$ cat src/rtl/sha256_iter_core.sv
// Iterative SHA-256 compression core: one 512-bit block per 64/UNROLL+2 cycles,
// with on-the-fly message schedule and IV / external chaining-value select.
module sha256_iter_core #(
  parameter int unsigned UNROLL = 1
) (
  input  logic         clk,
  input  logic         rst,
  input  logic         start,
  input  logic         use_iv,
  input  logic [0:255] hash_constants,
  input  logic [0:511] unhashed_value,
  output logic         busy,
  output logic         done,
  output logic [0:255] hashed_value
);

  localparam int unsigned WORD_W     = 32;
  localparam int unsigned NUM_ROUNDS = 64;
  localparam int unsigned CNT_W      = 6;
  localparam logic [CNT_W-1:0] LAST_STEP = CNT_W'(NUM_ROUNDS - UNROLL);

  if (!(UNROLL == 1 || UNROLL == 2 || UNROLL == 4 || UNROLL == 8)) begin : g_bad_unroll
    $error("sha256_iter_core: UNROLL must be 1, 2, 4 or 8");
  end

  localparam logic [WORD_W-1:0] IV [0:7] = '{
    32'h6a09e667, 32'hbb67ae85, 32'h3c6ef372, 32'ha54ff53a,
    32'h510e527f, 32'h9b05688c, 32'h1f83d9ab, 32'h5be0cd19};

  localparam logic [WORD_W-1:0] K [0:63] = '{
    32'h428a2f98, 32'h71374491, 32'hb5c0fbcf, 32'he9b5dba5, 32'h3956c25b, 32'h59f111f1, 32'h923f82a4, 32'hab1c5ed5,
    32'hd807aa98, 32'h12835b01, 32'h243185be, 32'h550c7dc3, 32'h72be5d74, 32'h80deb1fe, 32'h9bdc06a7, 32'hc19bf174,
    32'he49b69c1, 32'hefbe4786, 32'h0fc19dc6, 32'h240ca1cc, 32'h2de92c6f, 32'h4a7484aa, 32'h5cb0a9dc, 32'h76f988da,
    32'h983e5152, 32'ha831c66d, 32'hb00327c8, 32'hbf597fc7, 32'hc6e00bf3, 32'hd5a79147, 32'h06ca6351, 32'h14292967,
    32'h27b70a85, 32'h2e1b2138, 32'h4d2c6dfc, 32'h53380d13, 32'h650a7354, 32'h766a0abb, 32'h81c2c92e, 32'h92722c85,
    32'ha2bfe8a1, 32'ha81a664b, 32'hc24b8b70, 32'hc76c51a3, 32'hd192e819, 32'hd6990624, 32'hf40e3585, 32'h106aa070,
    32'h19a4c116, 32'h1e376c08, 32'h2748774c, 32'h34b0bcb5, 32'h391c0cb3, 32'h4ed8aa4a, 32'h5b9cca4f, 32'h682e6ff3,
    32'h748f82ee, 32'h78a5636f, 32'h84c87814, 32'h8cc70208, 32'h90befffa, 32'ha4506ceb, 32'hbef9a3f7, 32'hc67178f2};

  typedef enum logic [1:0] {S_IDLE, S_ROUND, S_FINAL} state_t;

  function automatic logic [WORD_W-1:0] rotr(input logic [WORD_W-1:0] x, input int unsigned n);
    return (x >> n) | (x << (WORD_W - n));
  endfunction

  function automatic logic [WORD_W-1:0] bsig0(input logic [WORD_W-1:0] x);
    return rotr(x, 2) ^ rotr(x, 13) ^ rotr(x, 22);
  endfunction

  function automatic logic [WORD_W-1:0] bsig1(input logic [WORD_W-1:0] x);
    return rotr(x, 6) ^ rotr(x, 11) ^ rotr(x, 25);
  endfunction

  function automatic logic [WORD_W-1:0] ssig0(input logic [WORD_W-1:0] x);
    return rotr(x, 7) ^ rotr(x, 18) ^ (x >> 3);
  endfunction

  function automatic logic [WORD_W-1:0] ssig1(input logic [WORD_W-1:0] x);
    return rotr(x, 17) ^ rotr(x, 19) ^ (x >> 10);
  endfunction

  // One compression round; v[0..7] hold a..h.
  function automatic logic [7:0][WORD_W-1:0] round_f(input logic [7:0][WORD_W-1:0] v,
                                                      input logic [WORD_W-1:0] k,
                                                      input logic [WORD_W-1:0] w);
    logic [WORD_W-1:0] t1;
    logic [WORD_W-1:0] t2;
    t1 = v[7] + bsig1(v[4]) + ((v[4] & v[5]) ^ (~v[4] & v[6])) + k + w;
    t2 = bsig0(v[0]) + ((v[0] & v[1]) ^ (v[0] & v[2]) ^ (v[1] & v[2]));
    round_f[7] = v[6];
    round_f[6] = v[5];
    round_f[5] = v[4];
    round_f[4] = v[3] + t1;
    round_f[3] = v[2];
    round_f[2] = v[1];
    round_f[1] = v[0];
    round_f[0] = t1 + t2;
  endfunction

  state_t                        r_state;
  state_t                        w_state_nxt;
  logic                          w_accept;
  logic                          w_step;
  logic                          w_final;
  logic                          r_busy;
  logic                          r_done;
  logic [0:255]                  r_digest;
  logic [CNT_W-1:0]              r_round;
  logic [7:0][WORD_W-1:0]        r_h;
  logic [7:0][WORD_W-1:0]        r_v;
  logic [15:0][WORD_W-1:0]       r_w;
  logic [7:0][WORD_W-1:0]        w_cv;
  logic [15+UNROLL:0][WORD_W-1:0] w_ext;
  logic [UNROLL:0][7:0][WORD_W-1:0] w_chain;

  always_ff @(posedge clk) begin
    if (rst) r_state <= S_IDLE;
    else     r_state <= w_state_nxt;
  end

  always_comb begin
    w_state_nxt = r_state;
    w_accept    = 1'b0;
    w_step      = 1'b0;
    w_final     = 1'b0;
    case (r_state)
      S_IDLE: begin
        if (start) begin
          w_accept    = 1'b1;
          w_state_nxt = S_ROUND;
        end
      end
      S_ROUND: begin
        w_step = 1'b1;
        if (r_round == LAST_STEP) w_state_nxt = S_FINAL;
      end
      S_FINAL: begin
        w_final     = 1'b1;
        w_state_nxt = S_IDLE;
      end
      default: w_state_nxt = S_IDLE;
    endcase
  end

  // Chaining-value select and the UNROLL-deep schedule/round chain.
  always_comb begin
    w_cv    = '0;
    w_ext   = '0;
    w_chain = '0;
    for (int unsigned i = 0; i < 8; i++)
      w_cv[i] = use_iv ? IV[i] : hash_constants[WORD_W*i +: WORD_W];
    w_ext[15:0] = r_w;
    for (int unsigned j = 0; j < UNROLL; j++)
      w_ext[16+j] = ssig1(w_ext[14+j]) + w_ext[9+j] + ssig0(w_ext[1+j]) + w_ext[j];
    w_chain[0] = r_v;
    for (int unsigned j = 0; j < UNROLL; j++)
      w_chain[j+1] = round_f(w_chain[j], K[CNT_W'(r_round + CNT_W'(j))], w_ext[j]);
  end

  always_ff @(posedge clk) begin
    if (rst) begin
      r_busy   <= 1'b0;
      r_done   <= 1'b0;
      r_digest <= '0;
      r_round  <= '0;
    end else begin
      r_done <= w_final;
      if (w_accept) begin
        r_busy  <= 1'b1;
        r_round <= '0;
      end
      if (w_step) r_round <= r_round + CNT_W'(UNROLL);
      if (w_final) begin
        r_busy <= 1'b0;
        for (int unsigned i = 0; i < 8; i++)
          r_digest[WORD_W*i +: WORD_W] <= r_h[i] + r_v[i];
      end
    end
  end

  // Datapath registers carry no reset; they are always loaded on accept.
  always_ff @(posedge clk) begin
    if (w_accept) begin
      r_h <= w_cv;
      r_v <= w_cv;
      for (int unsigned k = 0; k < 16; k++)
        r_w[k] <= unhashed_value[WORD_W*k +: WORD_W];
    end else if (w_step) begin
      r_v <= w_chain[UNROLL];
      r_w <= w_ext[UNROLL +: 16];
    end
  end

  assign busy         = r_busy;
  assign done         = r_done;
  assign hashed_value = r_digest;

endmodule

$ cat config.mk
export PLATFORM = sky130hd
export DESIGN_NAME = sha256_iter_core
export DESIGN_NICKNAME = d
export VERILOG_FILES = /design/src/rtl/sha256_iter_core.sv
export SDC_FILE = /design/constraint.sdc
export NUM_CORES = 2
export LEC_CHECK = 0
export CORE_MARGIN = 1.5
export CORE_UTILIZATION = 25
export DETAILED_ROUTE_END_ITERATION = 10
export DONT_BUFFER_PORTS = 1
export PLACE_DENSITY = 0.38
export SYNTH_ARGS = -nofsm -noshare
export SYNTH_HDL_FRONTEND = slang
export SYNTH_SLANG_ARGS = --single-unit
$ cat constraint.sdc
create_clock -name clk -period 49.5 [get_ports clk]
set_clock_uncertainty 0.2 [all_clocks]
set_input_delay 4.95 -clock clk [delete_from_list [all_inputs] [get_ports clk]]
set_output_delay 4.95 -clock clk [all_outputs]
set_load 0.01 [all_outputs]
-- Yosys cells after proc, flatten, opt, wreduce, memory -nomap -nowiden
Memory sizes are Yosys's and may differ from the RTL's.
Cells that the tools add are included.
W data, S select, Z words.
- flip-flop bits (word level): 1290
- bits in read-only memories: 2048
- input bits: 772
- output and inout bits: 258
- word-level logic and storage cells: 118
- memories kept: 1
- $add $sub $neg: 19
- $lt $le $gt $ge: 1
- equal/unequal tests: 5
- muxes and demuxes: 23
- bitwise operators: 28
- reduce and logical (&&, ||, !) cells: 4
- memories (memory ; words ; width ; read ports ; clocked after memory_dff ; write ports ; line ; text):
    (name not given) ; 64 ; 32 ; 1 ; 0 ; 0 ; 137 ; w_chain[j+1] = round_f(w_chain[j], K[CNT_W'(r_round + CNT_W'(j))], w_ext[j]);
- operator list (cell ; count):
    $mux W512 ; 2
    $add A32 B32 Y32 ; 18
    $mux W256 ; 2
    $mux W32 ; 10
    $xor A32 B32 Y32 ; 9
    $and A32 B32 Y32 ; 5
    $not A32 Y32 ; 1
    $or A10 B32 Y32 ; 1
    $or A13 B32 Y32 ; 1
    $or A14 B32 Y32 ; 1
    $or A15 B32 Y32 ; 1
    $or A19 B32 Y32 ; 1
    $or A21 B32 Y32 ; 1
    $or A25 B32 Y32 ; 1
    $or A26 B32 Y32 ; 1
    $or A30 B32 Y32 ; 1
    $or A7 B32 Y32 ; 1
    $xor A32 B22 Y32 ; 1
    $xor A32 B29 Y32 ; 1
    $mux W6 ; 2
    $ge A7 B7 Y1 const B ; 1
    $not A6 Y7 ; 1
    $add A6 B1 Y6 const B ; 1
    $eq A6 B6 Y1 const B ; 1
    other kinds (10) ; 15

-- Depth between registers and ports, before layout
- depth after elaboration: 10
- mapped depth: 41
- mapped depth without buffers: 39

-- Worst setup path after synthesis
Ideal clock, no wire load.
- path kind: input -> register
- start: in start
- end: reg r_round[4]
- setup time: 789 ps
- data arrival time: 21218 ps
- path slack: 27294 ps
- cell stages on the path: 6
- cell sequence: nand2_1 > inv_2 > clkbuf_1 > nor2_1 > inv_1 > a311oi_1
- longest elaborated chain between the ends: 3
- ends and longest elaborated chain (what ; line ; text):
    start, declared ; 8 ; input logic start,
    $mux W1 ; 108 ; if (start) begin
    $mux W1 ; 106 ; case (r_state)
    $reduce_bool A2 Y1 (no line) ; -- ;
    end signal, assigned ; 152 ; if (w_step) r_round <= r_round + CNT_W'(UNROLL);
    end, declared ; 88 ; logic [CNT_W-1:0] r_round;
Every way passes these cells.
A chain may end at the register's enable or synchronous reset.

-- Worst setup path after layout
- start: reg r_round[0]
- end: reg r_v[30] (netlist bit), data pin
- longest elaborated chain between the ends: 9
- ends and longest elaborated chain (what ; line ; text):
    $not A6 Y7 (not written as such) ; 137 ;
    $mem_v2 Z64 W32 ; -- ;
    $mux W32 (not written as such) (2 in series) ; 137 ;
    $add A32 B32 Y32 (2 in series) ; 68 ; t1 = v[7] + bsig1(v[4]) + ((v[4] & v[5]) ^ (~v[4] & v[6])) + k + w;
    $add A32 B32 Y32 ; 77 ; round_f[0] = t1 + t2;
    $mux W256 ; 168 ; end else if (w_step) begin
    $mux W256 ; 163 ; if (w_accept) begin
    end signal, assigned ; 165 ; r_v <= w_cv;
    end signal, assigned ; 169 ; r_v <= w_chain[UNROLL];
    end, declared ; 90 ; logic [7:0][WORD_W-1:0] r_v;
Every way passes these cells. The select of a mux whose other input is x is not followed.

==> results.tsv <==
metric	value	unit
use_met2	34.1	%
antenna_found_initial	130	
fp-row-count	204	
vias	59100	
cts_setup_buffers	0	
max_slew_margin	19.3	%
grtUsageMet3	5.48	%
insertion_delay	0.88	ns
grt_max_degree	257	
synth-seq-cells	1290	
drt_iter0_drc	5310	
synth_fa_ha_area_share	11.5	%
portBuffers	0	
status	complete, no violations	
fin_setup_tns	0	ns
synthCells	7992	
crit_required	49.88	ns
clkSinkCount	1290	
fin_crit_sh	21.9	%
worstPathMaxFanout	31	
crit_type	reg2reg	
hold_ws	0.303	ns
async_flop_share	0	%
area_delta_synth_final	12.4	%
synth_top_family_by_area	simple AND/OR/NAND/NOR gates	
max_stage_delay	0.88	ns
wire_per_inst	29.7	um
cts_max_level	4	
cts.repair.resized	0	
synth_cell_types	88	
ioPinCount	1030	
arrival	11.23	ns
design_area	87000	sq um
synth-simple-area-share	16.5	%
grt_pass1_vias	58000	
fin_crit	10.85	ns
setup_viol	0	
cts_hold_buf	0	
cts_root_buf	clkbuf_16	
grt_util_met1	31.1	%
grt.total_usage	22.2	%
clock.fmax	92.1	MHz
synth-compound-area-share	12.6	%
wl	361000	um
drtAntennaViolNets	0	
max_cap_violations	0	
hold_class	reg2reg	
cts_tree	built	
initial_core_util	25.1	%
start_kind	flip-flop	
dpl-instance-area	81700	sq um
yosys_warnings	0	
fp.coreArea	308000	sq um
die-area	313000	sq um
cts_buffers	165	
post-route-util	28.2	%
die_h	559	um
syn_area_per_cell	9.68	sq um
yosys_most_used_dff	edfxtp_1	
slew_viol_final	0	
fin_nets	9209	
layout-drive-gt1-share	7.65	%
top_usage_layer	met2	
first_pass_iters	6	
cts_buffer_depth	4	
synth_xor_xnor_area_share	6.65	%
synth_area	77400	sq um
grt_pass1_wl	486000	um
cpMostUsedCell	fa_1	
cp-end-kind	flip-flop	
clk_pin_slew_worst_paths	0.06	ns
vias_per_cell	4.87	
synth-edff-count	1024	
worst_pin_slew	1.20	ns
gp_congestion	0.898	
dp_hpwl	289000	um
slowest_stage	ha_1	
rsz0062_at_grt	no	
drc_errors	0	
overflow	0	
die-width	559	um
synthMuxAreaShare	2.23	%
synth_nets	9352	
synth.yosys.seq_area_share	46.6	%
hold_viol	0	
## metal layers
| metal | wire [um] | share of wire [%] |
|---|---|---|
| met1 | 166000 | 46 |
| met5 | 332 | 0.092 |
| met3 | 27300 | 7.6 |
| met4 | 8740 | 2.4 |
| met2 | 158000 | 44 |
## Yosys cell counts (19+ instances only)
master    count  area (sq um)
a211o_1      19           166
nand2b_1     70           438
o21ai_1      32           160
dfxtp_1     266          5330
nand4_1      22           138
inv_1       427          1600
buf_1        28           105
o21a_1       45           338
clkbuf_1    349          1310
or2_2       143           895
a211oi_1     28           210
o211ai_1     31           233
a22o_1       29           254
nor2_1      218           818
mux2i_1      25           250
a31oi_1      51           319
xnor2_1     329          2880
edfxtp_1   1024         30700
nand3_1      68           340
nor2b_1     171          1070
o21bai_1     44           330
and3_1       24           150
a21o_1      212          1590
or3_1        20           125
a21oi_1     370          1850
nor3_1       57           285
o31ai_1      23           173
ha_1        393          4920
fa_1        195          3900
xor2_1      259          2270
mux2_2      121          1360
o21ai_0     496          2480
nand2_1    2155          8090
## final cells by class
class / count / area (sq um)
Tap cell: 4120 / 5150
Antenna cell: 42 / 105
Clock inverter: 71 / 623
Clock buffer: 222 / 4550
Inverter: 431 / 1630
Timing Repair Buffer: 68 / 561
Sequential cell: 1290 / 36100
Fill cell: 32900 / 221000
Multi-Input combinational cell: 5893 / 38300
## worst paths after layout
path                                   startpoint                 to  slack, ns  cells after the start
worst max-delay path                   r_round[0]            r_v[30]      38.65                     40
worst max register to register         r_round[0]            r_v[30]      38.65                     40
worst min register to register  hashed_value[161]  hashed_value[161]       0.30                      2
worst min-delay path            hashed_value[161]  hashed_value[161]       0.30                      2
## kinds of logic (layout without fill, tap and decap cells)
family / Yosys count / count (layout)
muxes: 151 / 151
and+or+nand+nor: 3004 / 3004
DFF: 1290 / 1290
adders and majority gates: 592 / 592
buffers and inverters: 809 / 792
AOI/OAI and AO/OA: 1558 / 1558
xor gates and xnor gates: 588 / 588
other: 0 / 42
## stage by stage
stage               std cells  worst slack (ns)
floorplan                7992             27.29
global placement        11800             38.59
detailed placement      11800             38.54
CTS                     12100             38.60
global route            12100             38.05
finish                  12100             38.65
## registers in the layout, summed over array words and instances, names as in the netlist
name and count:
r_v 256, r_round 6, r_state 2, hashed_value 256, busy 1, r_w 512
done 1, r_h 256
## placed cells by master (no fill, tap or decap), drive strengths merged, types with 32 or more instances in the layout
cell type and instances:
a31oi 53, nor2 218, o21bai 44, nand2b 70, nor2b 171, edfxtp 1024
a21o 212, diode 42, a21oi 375, nand3 68, xor2 259, buf 68
clkbuf 222, mux2 121, inv 438, ha 393, fa 195, o21a 45
nand2 2155, nor3 57, o21ai 532, o211ai 32, clkinv 57, dfxtp 266
xnor2 329, or2 143
## critical path, delay by kind of cell, from the launching register on
kind / cells / cell delay (ns)
compound gates: 19 / 3.82
fa+ha+maj: 8 / 3.65
buf+inv: 5 / 1.06
simple gates: 6 / 0.99
xor+xnor: 2 / 0.53
flops: 1 / 0.30
Power is left out: the tool's default activity adds up to more than one toggle a clock period on the data nets, which glitch-free logic cannot reach.
